===== config.mk =====
export PLATFORM = sky130hd
export DESIGN_NAME = cpu_mem_arbiter
export DESIGN_NICKNAME = d
export VERILOG_FILES = /design/src/rtl/cpu_mem_arbiter.sv
export SDC_FILE = /design/constraint.sdc
export NUM_CORES = 1
export LEC_CHECK = 0
export BUFFER_PORTS_ARGS = -buffer_cell sky130_fd_sc_hd__clkbuf_2
export CORE_MARGIN = 5
export CORE_UTILIZATION = 47
export DETAILED_ROUTE_END_ITERATION = 16
export GPL_TIMING_DRIVEN = 0
export PLACE_DENSITY = 0.9
export SYNTH_ARGS = -nofsm -noshare
export SYNTH_HDL_FRONTEND = slang
export SYNTH_SLANG_ARGS = --single-unit
export TNS_END_PERCENT = 5

===== constraint.sdc =====
create_clock -name clk -period 2.5 [get_ports clk]
set_input_delay 0.125 -clock clk [delete_from_list [all_inputs] [get_ports clk]]
set_output_delay 0.125 -clock clk [all_outputs]
set_load 0.005 [all_outputs]

===== src/rtl/cpu_mem_arbiter.sv =====
`default_nettype none
// ============================================================================
// Module      : cpu_mem_arbiter
// Description : Round-robin arbiter sharing one program/data memory between
//               the CPU core (m0) and the debug/program loader (m1).
// Revision    : 1.0 - initial release
// ============================================================================
module cpu_mem_arbiter #(
    parameter int ADDR_W  = 13,
    parameter int DATA_W  = 8,
    parameter int MEM_LAT = 2
) (
    input  logic              clk,
    input  logic              rst,
    input  logic              m0_req,
    input  logic              m0_rd,
    input  logic [ADDR_W-1:0] m0_addr,
    input  logic [DATA_W-1:0] m0_wdata,
    output logic              m0_gnt,
    output logic              m0_done,
    output logic [DATA_W-1:0] m0_rdata,
    input  logic              m1_req,
    input  logic              m1_rd,
    input  logic [ADDR_W-1:0] m1_addr,
    input  logic [DATA_W-1:0] m1_wdata,
    output logic              m1_gnt,
    output logic              m1_done,
    output logic [DATA_W-1:0] m1_rdata,
    output logic              mem_rd,
    output logic              mem_wr,
    output logic [ADDR_W-1:0] mem_addr,
    output logic [DATA_W-1:0] mem_wdata,
    input  logic [DATA_W-1:0] mem_rdata,
    output logic              busy
);

    typedef enum logic [1:0] {
        S_IDLE   = 2'd0,
        S_ACCESS = 2'd1,
        S_DONE   = 2'd2
    } state_t;

    localparam logic [2:0] c_LAST = 3'(MEM_LAT - 1);

    state_t              r_state;
    state_t              w_next;
    logic                r_rr;
    logic                r_owner;
    logic                r_op_rd;
    logic [2:0]          r_lat;
    logic                r_gnt0, r_gnt1, r_done0, r_done1;
    logic                r_mem_rd, r_mem_wr;
    logic [ADDR_W-1:0]   r_addr;
    logic [DATA_W-1:0]   r_wdata;
    logic [DATA_W-1:0]   r_rdata0, r_rdata1;
    logic                w_arb;
    logic                w_win;
    logic                w_last;

    // Arbitration is open whenever no access is in flight (IDLE or DONE).
    always_comb begin
        w_arb  = 1'b0;
        w_win  = 1'b0;
        w_last = 1'b0;
        w_next = r_state;
        w_arb  = (r_state != S_ACCESS) && (m0_req || m1_req);
        w_win  = (m0_req && m1_req) ? r_rr : m1_req;
        w_last = (r_state == S_ACCESS) && (r_lat == c_LAST);
        case (r_state)
            S_IDLE, S_DONE: w_next = w_arb ? S_ACCESS : S_IDLE;
            S_ACCESS:       w_next = w_last ? S_DONE : S_ACCESS;
            default:        w_next = S_IDLE;
        endcase
    end

    always_ff @(posedge clk) begin
        if (rst) begin
            r_state <= S_IDLE;
        end else begin
            r_state <= w_next;
        end
    end

    always_ff @(posedge clk) begin
        if (rst) begin
            r_rr     <= 1'b0;
            r_owner  <= 1'b0;
            r_op_rd  <= 1'b0;
            r_lat    <= 3'd0;
            r_gnt0   <= 1'b0;
            r_gnt1   <= 1'b0;
            r_done0  <= 1'b0;
            r_done1  <= 1'b0;
            r_mem_rd <= 1'b0;
            r_mem_wr <= 1'b0;
            r_addr   <= '0;
            r_wdata  <= '0;
            r_rdata0 <= '0;
            r_rdata1 <= '0;
        end else begin
            r_gnt0  <= 1'b0;
            r_gnt1  <= 1'b0;
            r_done0 <= 1'b0;
            r_done1 <= 1'b0;
            if (w_arb) begin
                r_gnt0   <= ~w_win;
                r_gnt1   <= w_win;
                r_owner  <= w_win;
                r_rr     <= ~w_win;
                r_op_rd  <= w_win ? m1_rd : m0_rd;
                r_addr   <= w_win ? m1_addr : m0_addr;
                r_wdata  <= w_win ? m1_wdata : m0_wdata;
                r_mem_rd <= w_win ? m1_rd : m0_rd;
                r_mem_wr <= w_win ? ~m1_rd : ~m0_rd;
                r_lat    <= 3'd0;
            end else if (w_last) begin
                r_mem_rd <= 1'b0;
                r_mem_wr <= 1'b0;
                r_done0  <= ~r_owner;
                r_done1  <= r_owner;
                // Read data is sampled in the final strobe cycle, visible with done.
                if (r_op_rd && !r_owner) r_rdata0 <= mem_rdata;
                if (r_op_rd &&  r_owner) r_rdata1 <= mem_rdata;
            end else if (r_state == S_ACCESS) begin
                r_lat <= r_lat + 3'd1;
            end
        end
    end

    assign m0_gnt    = r_gnt0;
    assign m1_gnt    = r_gnt1;
    assign m0_done   = r_done0;
    assign m1_done   = r_done1;
    assign m0_rdata  = r_rdata0;
    assign m1_rdata  = r_rdata1;
    assign mem_rd    = r_mem_rd;
    assign mem_wr    = r_mem_wr;
    assign mem_addr  = r_addr;
    assign mem_wdata = r_wdata;
    assign busy      = (r_state != S_IDLE);

endmodule
`default_nettype wire


# Yosys cells after proc, flatten, opt, wreduce, memory -nomap -nowiden
# Cells that the tools add are included.
[word_totals] output_inout_bits=44 elab_cells=54 register_bits=51 inputBits=56
[op_classes] bitwise_logic=6 mux=11 addsub=1 eq_ne=4 n_reduce_logical=17
[ops] cell="2-to-1 mux 13 bit" count=1
[ops] cell="2-to-1 mux 8 bit" count=1
[ops] cell="2-to-1 mux 1 bit" count=7
[ops] cell="inverter 1 bit" count=6
[ops] cell="AND reduction 3 bit" count=2
[ops] cell="OR reduction 2 bit" count=3
[ops] cell="logical AND 1 bit" count=5
[ops] cell="one-hot mux 2 bit (2 select lines)" count=1
[ops] cell="nonzero test 2 bit" count=2
[ops] cell="adder 3 x 1 -> 3 bit, second input constant" count=1
[ops] cell="== test 3 x 1 -> 1 bit, second input constant" count=1
[ops] cell="OR reduction 3 bit" count=1
[ops] cell="== test 2 x 1 -> 1 bit, second input constant" count=1
[ops] cell="== test 2 bit, second input constant" count=1
[ops] cell="zero test 2 bit" count=1
[ops] cell="2-to-1 mux 2 bit" count=1
[ops] cell="inequality test 2 x 1 -> 1 bit, second input constant" count=1
[ops] cell="AND reduction 2 bit" count=1
[ops] cell="zero test 1 bit" count=1
[ops] cell="logical OR 1 bit" count=1

# Depth between registers and ports, before layout
# Gate-level depths: netlist of run 1.
[depth] word_depth=4 depth_mapped=7 depth_no_buf=6

# Worst setup path after synthesis of run 1
# Ideal clock, no wire load.
[synth_path] path_kind="register -> register" start="register r_lat[1]" end="register r_rdata0[0], in the netlist m0_rdata[0]" setup_ns=0.128 arrival_time_ns=1.265 n_path_buf=1 t_required_ns=2.372 period_less_slack_ns=1.393 path_stages_with_launch=8 path_slack_ns=1.107 path_cell_list="dfxtp_1 inv_1 ha_1 and4bb_1 nand3b_1 buf_4 mux2i_1 nor2_1"
[synth_via] elab_chain_cells=3
[synth_lines] element="start, declared" line="50" text="logic [2:0] r_lat;"
[synth_lines] element="start signal, assigned" line="125" text="r_lat <= r_lat + 3'd1;"
[synth_lines] element="== test 3 x 1 -> 1 bit" line="68" text="w_last = (r_state == S_ACCESS) && (r_lat == c_LAST);"
[synth_lines] element="logical AND 1 bit" line="68"
[synth_lines] element="AND reduction 3 bit (no source line)"
[synth_lines] element="end signal, assigned" line="122" text="if (r_op_rd && !r_owner) r_rdata0 <= mem_rdata;"
[synth_lines] element="end, declared" line="55" text="logic [DATA_W-1:0] r_rdata0, r_rdata1;"
# No other way between the ends.
# A chain may end at the register's enable or synchronous reset.

# Worst setup path in the final report of run 1
[layout_path] start="register r_lat[1]" end="register r_rdata0[5], in the netlist m0_rdata[5]"
# Same word-level chain as after synthesis.

==> metrics.md, run 1 <==
| Metric | Value |
|---|---|
| Vias per cell | 5.13 |
| Num ports | 100 |
| Endpoints failing setup | 0 |
| Post-synthesis sequential area ratio | 51.6% |
| Clock root buffer | clkbuf_8 |
| Placed cell area | 2530 sq um |
| Final ANT Viol Nets | 0 |
| Synth-to-Final Area Change | 32.1% |
| Clock-pin slew on the worst setup and hold paths | 0.08 ns |
| Max stage delay on crit path | 0.36 ns |
| Synth Net Count | 253 |
| NumNets Final | 358 |
| Routability-driven placement congestion ratio | 0.773 |
| Clock power share | 28.2% |
| Synth Flop Type | dfxtp_1 |
| Distinct cells, synth | 34 |
| Design Area, Final | 2610 sq um |
| WP data arrival | 1.72 ns |
| Synth async-reset ratio | 0% |
| Flop pwr share | 56.9% |
| Status | finished clean |
| Final hold violation count | 0 |
| Post-CTS Hold Buffers | 0 |
| CTS tree | built |
| Die area | 5600 sq um |
| Post-synth top cells | dfxtp_1 (51), nand2_1 (23), a221o_1 (18), a21oi_1 (13), nor2_1 (13) |
| Post-CTS setup buffers | 0 |
| Die Height | 74.9 um |
| Pins Over Slew Limit | 0 |
| Metal-1 WL | 1880 um |
| Worst-skew pair later-pin latency | 0.29 ns |
| Highest routed metal layer | met4 |
| Drt wl/cell | 13.9 um |
| # port buffers | 98 |
| RSZ-0062 raised after global routing | no |
| First-pass GRT wire length | 7890 um |
| Total track usage | 18.3% |
| Fin cells | 351 |
| Comb power frac | 14.8% |
| Largest net degree at the start of global routing | 15 |
| Crit share post-route | 62.1% |
| Placed cell count | 343 |
| Fmax | 0.644 GHz |
| Htree depth | 2 |
| Rel. slew slack | 68.3% |
| Worst Hold Class | primary input to flop |
| CORE AREA | 4030 sq um |
| Router iterations before antenna repair | 4 |
| Most frequent cell after synthesis | dfxtp_1 |
| Initial drt markers | 48 |
| Critical path type | flop to flop |
| Synth area leaders | dfxtp_1 (52%), a221o_1 (9.1%), nand2_1 (4.4%) |
| Worst-Margin Slew | 0.475 ns |
| Share of cells above drive strength 1 | 40.2% |
| Antenna violations before repair | 0 |
| Vias in the first global route | 1813 |
| Worst VDD drop | 0.429 mV |
| Routed vias | 1799 |
| Worst-path cell chain | inv_1, ha_1, and4bb_1, nand3b_1, buf_4, mux2i_1, nor2_1 |
| Syn Inst Count | 195 |
| Leak | 1.34 nW |
| Crit-path slowest cell | dfxtp_1 |
| Met3 wire len | 632 um |
| Num Clock Sinks | 51 |
| Routed WL | 4890 um |
| Worst Path Max Fanout | 8 |
| Top-area cell type share of the netlist area | 51.6% |
| Final min period | 1.55 ns |
| Worst Setup End Kind | flop |
| Pwr/cell area | 598 nW/um^2 |
| DPL Wire Length | 4010 um |
| Row cnt | 23 |
| Number of warnings issued by yosys | 0 |
| CP Launch Type | flop |
| Maxcap violations | 0 |
| Post-synth EDFFs | 0 |
| Mapped cell area | 1980 sq um |
| Sw Share | 24.3% |
| Die Wd | 74.9 um |
| Switching pwr | 0.000379 W |
| Sum Neg Setup Slack | 0 ns |
| Initial Utilization | 49.1% |
| Clock tree buffer depth | 2 |
| Synth Area per Inst | 10.1 sq um |
| Drc violations | 0 |
| CTS resizes | 0 |
| Synth Register Bits | 51 |
| Design internal power | 0.00118 W |
| Post-synth top area cell | dfxtp_1 |
| Met2 WL | 2290 um |
| CTS Buf Count | 5 |
| Clk_skew | 0.00283 ns |
| Worst Path Required | 2.67 ns |
| Total gr overflow | 0 |
| N_diodes | 0 |
| Hold Worst Slack | 0.0456 ns |
## logic make-up after synthesis
| family | count (synthesis) | share of synthesized area [%] |
|---|---|---|
| and+or+nand+nor | 73 | 19.2 |
| AOI/OAI and AO/OA | 42 | 17.3 |
| buffers and inverters | 17 | 5.70 |
| xor gates and xnor gates | 2 | 0.886 |
| DFF | 51 | 51.6 |
| adders and majority gates | 2 | 1.27 |
| muxes | 8 | 4.05 |
## power groups by stage
stage	clock network (W)	registers [W]	logic, W
3_3_place_gp	0	0.000905	0.000228
3_5_place_dp	0	0.000905	0.000235
4_1_cts	0.000453	0.000888	0.000235
6_report	0.000441	0.000888	0.000232
5_1_grt	0.000476	0.000894	0.000259
2_1_floorplan	0	0.000906	0.000118
## flip-flops by register name, indices dropped and copies added (netlist names)
register and cells:
r_op_rd 1, m1_done 1, mem_addr 13, r_rr 1, mem_wdata 8, r_lat 3
r_state 2, r_owner 1, mem_rd 1, m0_rdata 8, m1_rdata 8, m0_gnt 1
mem_wr 1, m1_gnt 1, m0_done 1
## layer usage
layer | up-vias | GRT usage, %
li1 | 895 | -
met1 | 810 | 20.6
met2 | 87 | 30.9
met3 | 7 | 8.41
met4 | 0 | 5.93
met5 | - | 0
## worst max-delay path, delay by kind of cell (launching register included)
| family | cells | cell delay, ns |
|---|---|---|
| and+or+nand+nor | 3 | 0.40 |
| DFF | 1 | 0.36 |
| buffers and inverters | 2 | 0.24 |
| muxes | 1 | 0.22 |
| adders and majority gates | 1 | 0.21 |
## layout make-up
cell class	instances	area (sq um)
Multi-Input combinational cell	127	843
Sequential cell	51	1020
Timing Repair Buffer	98	490
Inverter	5	18.8
Clock buffer	7	76.3
Buffer	12	93.8
Tap cell	50	62.6
Clock inverter	1	5.00
Fill cell	345	1420
## cells in the final DEF, fill, tap and decap left out, types with 5 or more instances in the layout
cell,count
and2_1,11
clkbuf_8,5
buf_6,5
clkbuf_2,98
dfxtp_1,51
nor2_1,13
a21oi_1,13
mux2i_1,8
and3_1,5
a221o_1,18
inv_1,5
and2_0,8
nand2_1,23
## per-stage QoR
stage | setup slack [ns] | total power [W] | util [%]
after global placement | 1.01 | 0.00113 | 62.8
final | 0.948 | 0.00156 | 64.8
after floorplan | 1.11 | 0.00102 | -
after CTS | 0.941 | 0.00158 | 64.8
after global routing | 0.830 | 0.00163 | 64.8
after detailed placement | 0.952 | 0.00114 | 62.8
## final timing paths
path | to | slack, ns | cells after the start | start
worst min-delay path | mem_addr[10]$_SDFFE_PP0P_ | 0.05 | 2 | m1_addr[10]
worst max-delay path | m0_rdata[5]$_SDFFE_PP0P_ | 0.95 | 7 | r_lat[1]$_SDFFE_PP0P_
worst min register to register | m1_rdata[0]$_SDFFE_PP0P_ | 0.46 | 2 | m1_rdata[0]$_SDFFE_PP0P_
worst max register to register | m0_rdata[5]$_SDFFE_PP0P_ | 0.95 | 7 | r_lat[1]$_SDFFE_PP0P_
(Power assumes the default switching activity.)
==> run 2, diff against run 1 <==
CORE_UTILIZATION = 40   (was 47)
PLACE_DENSITY = 0.82   (was 0.9)
clock period = 1.42 ns   (was 2.5 ns; I/O delays follow)
==> run 2 against run 1 <==
Maximum frequency grew 11%. Clock skew is 0.0070 ns higher. Core utilization rose by 0.63 points. Combinational power up 130%. First-iteration DRC count up 29%. Final area up 19%. Final cell count rose by 17%. Via count rose by 12%. Global-route usage rose by 2.2 points. Critical path type unchanged.
==> metrics.md, run 2 (synthesis gave the netlist of run 1 again) <==
| Metric | Value |
|---|---|
| Status | finished clean |
| Fin cells | 410 (+17%) |
| Worst Path Required | 1.59 ns (-1.08 ns) |
| CORE AREA | 4750 sq um (+18%) |
| Routed WL | 6280 um (+29%) |
| Clock tree buffer depth | 2 (unchanged) |
| Rel. slew slack | 67.1% (-1.2 points) |
| Routed vias | 2012 (+12%) |
| Fillers | 378 (+9.6%) |
| Total gr overflow | 0 (unchanged) |
| Largest net degree at the start of global routing | 16 (+1) |
| DPL Wire Length | 3900 um (-2.7%) |
| Die Height | 80.3 um (+7.3%) |
| Fmax | 0.714 GHz (+11%) |
| Worst Setup End Kind | flop |
| Num Clock Sinks | 51 (unchanged) |
| Synth-to-Final Area Change | 57.4% |
| Row cnt | 25 (+8.7%) |
| Worst Hold Class | primary input to flop |
| CP Launch Type | flop |
| Crit share post-route | 98.7% (+37 points) |
| Num ports | 100 (unchanged) |
| Final min period | 1.40 ns (-0.151 ns) |
| Vias in the first global route | 2047 (+13%) |
| Pins Over Slew Limit | 0 (unchanged) |
| RSZ-0062 raised after global routing | yes |
| Worst-skew pair later-pin latency | 0.30 ns (about the same) |
| Share of cells above drive strength 1 | 39.4% (-0.84 points) |
| NumNets Final | 401 (+12%) |
| Most frequent cells in the layout | clkbuf_2 (98), dfxtp_1 (47), dlygate4sd3_1 (41) |
| Sum Neg Setup Slack | 0 ns (unchanged) |
| # port buffers | 98 (unchanged) |
| Critical path type | flop to flop |
| Die Wd | 80.3 um (+7.3%) |
| N_diodes | 0 (unchanged) |
| Initial Utilization | 41.6% (-7.5 points) |
| Worst VDD drop | 0.599 mV (+40%) |
| Drc violations | 0 (unchanged) |
| Final hold violation count | 0 (unchanged) |
| Pwr/cell area | 932 nW/um^2 (+56%) |
| Clock-pin slew on the worst setup and hold paths | 0.08 ns (about the same) |
| Clk_skew | 0.00984 ns (+0.00702 ns) |
| First-pass GRT wire length | 10200 um (+29%) |
| Worst Path Max Fanout | 8 (unchanged) |
| Htree depth | 2 (unchanged) |
| Initial drt markers | 62 (+29%) |
| Placed cell count | 360 (+5.0%) |
| Antenna violations before repair | 0 (unchanged) |
| Total track usage | 20.5% (+2.2 points) |
| Final ANT Viol Nets | 0 (unchanged) |
| Worst-Margin Slew | 0.493 ns (+0.0180 ns) |
| Clock root buffer | clkbuf_8 |
| Routability-driven placement congestion ratio | 0.758 (-2.1%) |
| Largest register FFs | 13 (unchanged) |
| Endpoints failing setup | 0 (unchanged) |
| Maxcap violations | 0 (unchanged) |
| Die area | 6450 sq um (+15%) |
| Vias per cell | 4.91 (-4.3%) |
| CTS tree | built |
| Leak | 1.53 nW (+14%) |
| CTS Buf Count | 5 (unchanged) |
| Commonest non-fill, non-tap cell in the layout | clkbuf_2 |
| Router iterations before antenna repair | 4 (unchanged) |
| WP data arrival | 1.57 ns (-0.15 ns) |
| Drt wl/cell | 15.3 um (+10%) |
run 2: changes by cell type in the layout (fill, tap and decap cells not counted), moves of 2 or more:
cell and change:
dfxtp_1 -4, dfxtp_2 +3, dlygate4sd3_1 +41, and2_0 -2
clkbuf_1 -2
run 2: repair_timing:
item                                   in CTS  in global routing
hold buffers                               40                  1
setup endpoints to repair                  16                 33
endpoints found under the hold margin      23                  1
setup buffers                               2                  0
gates resized for setup                     9                 10
run 2: final cells by class:
class                   instances  area [sq um]  area share, %
flip-flops and latches         51          1030           33.1
clock buffers                   5          68.8           2.21
plain buffers                  12           108           3.46
well taps                      67          83.8           2.69
repair buffers                141           916           29.4
multi-input cells             127           875           28.1
clock inverters                 2          13.8          0.442
inverters                       5          18.8          0.603
run 2: worst max-delay path: stages (launching register included):
cell	delay, ns
dfxtp_2	0.34
inv_2	0.04
ha_4	0.15
and4bb_2	0.25
nand3b_1	0.10
buf_6	0.16
mux2i_1	0.19
nor2_1	0.05
run 2: per-stage QoR:
step / hold WS, ns / utilization [%] / power, W / worst slack [ns] / instance area (sq um)
2_1_floorplan: 0.207 / - / 0.00180 / 0.0270 / 1980
3_5_place_dp: 0.297 / 53.7 / 0.00201 / -0.129 / 2550
6_report: 0.00861 / 65.4 / 0.00290 / 0.0190 / 3110
5_1_grt: 0.0143 / 65.4 / 0.00305 / -0.0702 / 3110
3_3_place_gp: 0.294 / 53.7 / 0.00200 / -0.0647 / 2550
4_1_cts: 0.00145 / 64.7 / 0.00289 / -0.00168 / 3080
run 2: path summary, 6_finish.rpt:
path	slack [ns]	end	start	cells after the start
worst max register to register	0.02	m0_rdata[2]$_SDFFE_PP0P_	r_lat[1]$_SDFFE_PP0P_	7
worst min-delay path	0.009	m1_rdata[1]$_SDFFE_PP0P_	mem_rdata[1]	3
worst min register to register	0.46	m1_rdata[7]$_SDFFE_PP0P_	m1_rdata[7]$_SDFFE_PP0P_	2
worst max-delay path	0.02	m0_rdata[2]$_SDFFE_PP0P_	r_lat[1]$_SDFFE_PP0P_	7
run 2: per-layer routing:
layer  global-route usage, %  share of wire (%)
met5                       0                  0
met3                    8.07                 10
met4                    8.45                2.3
met2                    32.2                 45
met1                    25.0                 42
run 2: power by group:
part / total [W] / switching, W / leakage, nW / internal (W)
clock network: 0.000795 / 0.000457 / 0.0440 / 0.000338
logic: 0.000532 / 0.000227 / 1.06 / 0.000305
registers: 0.00157 / 0.0000565 / 0.419 / 0.00152
==> run 3, diff against run 2 <==
--- a/config.mk
+++ b/config.mk
@@ -13,2 +13,3 @@
 export PLACE_DENSITY = 0.82
+export REMOVE_ABC_BUFFERS = 1
 export SYNTH_ARGS = -nofsm -noshare
==> constraint.sdc (replaced) <==
create_clock -name clk -period 1.42 [get_ports clk]
set_input_delay 0.213 -clock clk [delete_from_list [all_inputs] [get_ports clk]]
set_output_delay 0.213 -clock clk [all_outputs]
set_load 0.005 [all_outputs]
==> run 3 against run 2 <==
The run now ends with negative setup slack left. Critical endpoint is now m0_rdata[4]$_SDFFE_PP0P_. Combinational power shrank 20%. Highest routed layer unchanged. Clock-buffer cell count stayed put. Largest cell class unchanged. Largest power group unchanged. Final area decreased by 13%. Global-route usage down 3.5 points.
==> metrics.md, run 3 (synthesis gave the netlist of run 1 again) <==
| Metric | Value |
|---|---|
| Leak | 1.31 nW (-14%) |
| Worst Hold Class | primary input to flop |
| Hold_sp | m0_addr[12] |
| CTS Buf Count | 5 (unchanged) |
| Max stage delay on crit path | 0.36 ns (+0.02 ns) |
| Clock root buffer | clkbuf_8 |
| Final min period | 1.49 ns (+0.0888 ns) |
| Worst-skew pair later-pin latency | 0.30 ns (about the same) |
| CP startpoint | r_lat[1]$_SDFFE_PP0P_ |
| Clk_skew | 0.0126 ns (+0.00274 ns) |
| DPL Wire Length | 3560 um (-8.9%) |
| Pwr/cell area | 1100 nW/um^2 (+18%) |
| Drc violations | 0 (unchanged) |
| Initial drt markers | 111 (+79%) |
| Share of cells above drive strength 1 | 44.1% (+4.7 points) |
| Worst-path cell chain | inv_2, ha_4, and4bb_2, nand3b_1, buf_6, mux2i_2, nor2_1 |
| Launch point of the worst reg-to-reg path | r_lat[1]$_SDFFE_PP0P_ |
| Final worst slack | -0.0698 ns (-0.0888 ns) |
| Worst-Margin Slew | 0.821 ns (+0.328 ns) |
| # port buffers | 99 (+1.0%) |
| Hold Worst Slack | 0.124 ns (+0.116 ns) |
| Status | finished with violations |
| Area of the multi-input gates | 940 sq um (+7.4%) |
| Die Height | 80.3 um (unchanged) |
| Worst R2R Setup Slack | -0.07 ns (-0.09 ns) |
| CP Launch Type | flop |
| Routability-driven placement congestion ratio | 0.737 (-2.7%) |
| RSZ-0062 raised after global routing | yes |
| Vias in the first global route | 1935 (-5.5%) |
| Post-CTS Hold Buffers | 0 (-100%) |
| Endpoints failing setup | 8 (+8) |
| Commonest non-fill, non-tap cell in the layout | clkbuf_2 |
| Worst Setup End Kind | flop |
| Num ports | 100 (unchanged) |
| Violations in the final reports | negative setup slack |
| Largest net degree at the start of global routing | 32 (+16) |
| Row cnt | 25 (unchanged) |
| Worst Path Required | 1.58 ns (about the same) |
| Largest register FFs | 13 (unchanged) |
| Total track usage | 17.1% (-3.5 points) |
| Num Clock Sinks | 51 (unchanged) |
| Vias per cell | 4.98 (+1.6%) |
| Post-route core utilization | 56.7% (-8.7 points) |
| First-pass GRT wire length | 8420 um (-17%) |
| Htree depth | 2 (unchanged) |
| Final hold violation count | 0 (unchanged) |
| Most frequent cells in the layout | clkbuf_2 (99), dfxtp_1 (48), nand2_1 (23) |
| Placed cell area | 2460 sq um (-3.5%) |
| Worst VDD drop | 0.602 mV (+0.53%) |
| Total gr overflow | 0 (unchanged) |
| Rel. slew slack | 45.2% (-22 points) |
| Placed cell count | 349 (-3.1%) |
| Clock-pin slew on the worst setup and hold paths | 0.09 ns (about the same) |
| Antenna violations before repair | 0 (unchanged) |
| Design Area, Final | 2700 sq um (-13%) |
| Pins Over Slew Limit | 0 (unchanged) |
| CTS tree | built |
| Fillers | 443 (+17%) |
| Final ANT Viol Nets | 0 (unchanged) |
| Router iterations before antenna repair | 4 (unchanged) |
| Crit share post-route | 105% (+6.3 points) |
| Drt wl/cell | 14.4 um (-5.7%) |
| Synth-to-Final Area Change | 36.5% |
| CORE AREA | 4750 sq um (unchanged) |
| Maxcap violations | 0 (unchanged) |
| Die Wd | 80.3 um (unchanged) |
| Die area | 6450 sq um (unchanged) |
| Fin cells | 362 (-12%) |
| Register area | 1030 sq um (-0.12%) |
| Worst Path Max Fanout | 5 (-3) |
| Routed vias | 1804 (-10%) |
| Routed WL | 5230 um (-17%) |
| Initial Utilization | 41.6% (unchanged) |
| Critical path type | flop to flop |
| WP data arrival | 1.65 ns (+0.08 ns) |
| N_diodes | 0 (unchanged) |
| Fmax | 0.671 GHz (-6.0%) |
| Clock tree buffer depth | 2 (unchanged) |
| NumNets Final | 353 (-12%) |
| Crit-path slowest cell | dfxtp_2 |
## run 3: final cells by class
| type | instances | share of cell area (%) |
|---|---|---|
| Clock buffer | 5 | 2.55 |
| Multi-Input combinational cell | 130 | 34.8 |
| Tap cell | 67 | 3.11 |
| Inverter | 5 | 0.696 |
| Clock inverter | 2 | 1.39 |
| Sequential cell | 51 | 38.1 |
| Timing Repair Buffer | 102 | 19.3 |
## run 3: worst max-delay path: cells and delay by family (launching register included)
family / cells / cell delay [ns]
flip-flops: 1 / 0.36
buffers and inverters: 2 / 0.20
AND/OR/NAND/NOR: 3 / 0.42
adder cells (fa/ha/maj): 1 / 0.15
multiplexers: 1 / 0.21
## run 3: final timing paths
path	cells past startpoint	end
worst max-delay path	7	m0_rdata[4]$_SDFFE_PP0P_
worst min-delay path	2	mem_addr[12]$_SDFFE_PP0P_
worst max register to register	7	m0_rdata[4]$_SDFFE_PP0P_
worst min register to register	2	m1_rdata[6]$_SDFFE_PP0P_
## run 3: per-stage QoR
| step | power, W | TNS (ns) | setup WS (ns) |
|---|---|---|---|
| after floorplan | 0.00176 | -6.61 | -0.305 |
| final | 0.00297 | -0.358 | -0.0698 |
| after CTS | 0.00298 | -0.199 | -0.0420 |
| after global placement | 0.00196 | -17.49 | -0.702 |
| after global routing | 0.00311 | -1.48 | -0.168 |
| after detailed placement | 0.00197 | -19.59 | -0.782 |
## run 3: layer usage
| layer | GRT usage, % | wire length [um] | vias up |
|---|---|---|---|
| li1 | - | - | 884 |
| met1 | 18.8 | 2100 | 821 |
| met2 | 29.2 | 2580 | 89 |
| met3 | 5.94 | 428 | 10 |
| met4 | 8.11 | 117 | 0 |
| met5 | 0 | 0 | - |
## run 3: timing repair
action | CTS | global route
pin swaps | 5 | 1
endpoints found under the setup margin | 44 | 37
resized for setup | 18 | 4
cloned | 3 | 0
buffers inserted | 2 | 1
## run 3: where the power goes
part | internal [W] | switching [W] | total [W] | leakage (nW)
logic | 0.000213 | 0.000213 | 0.000425 | 0.840
clock network | 0.000515 | 0.000457 | 0.000972 | 0.0502
registers | 0.00152 | 0.0000545 | 0.00157 | 0.419
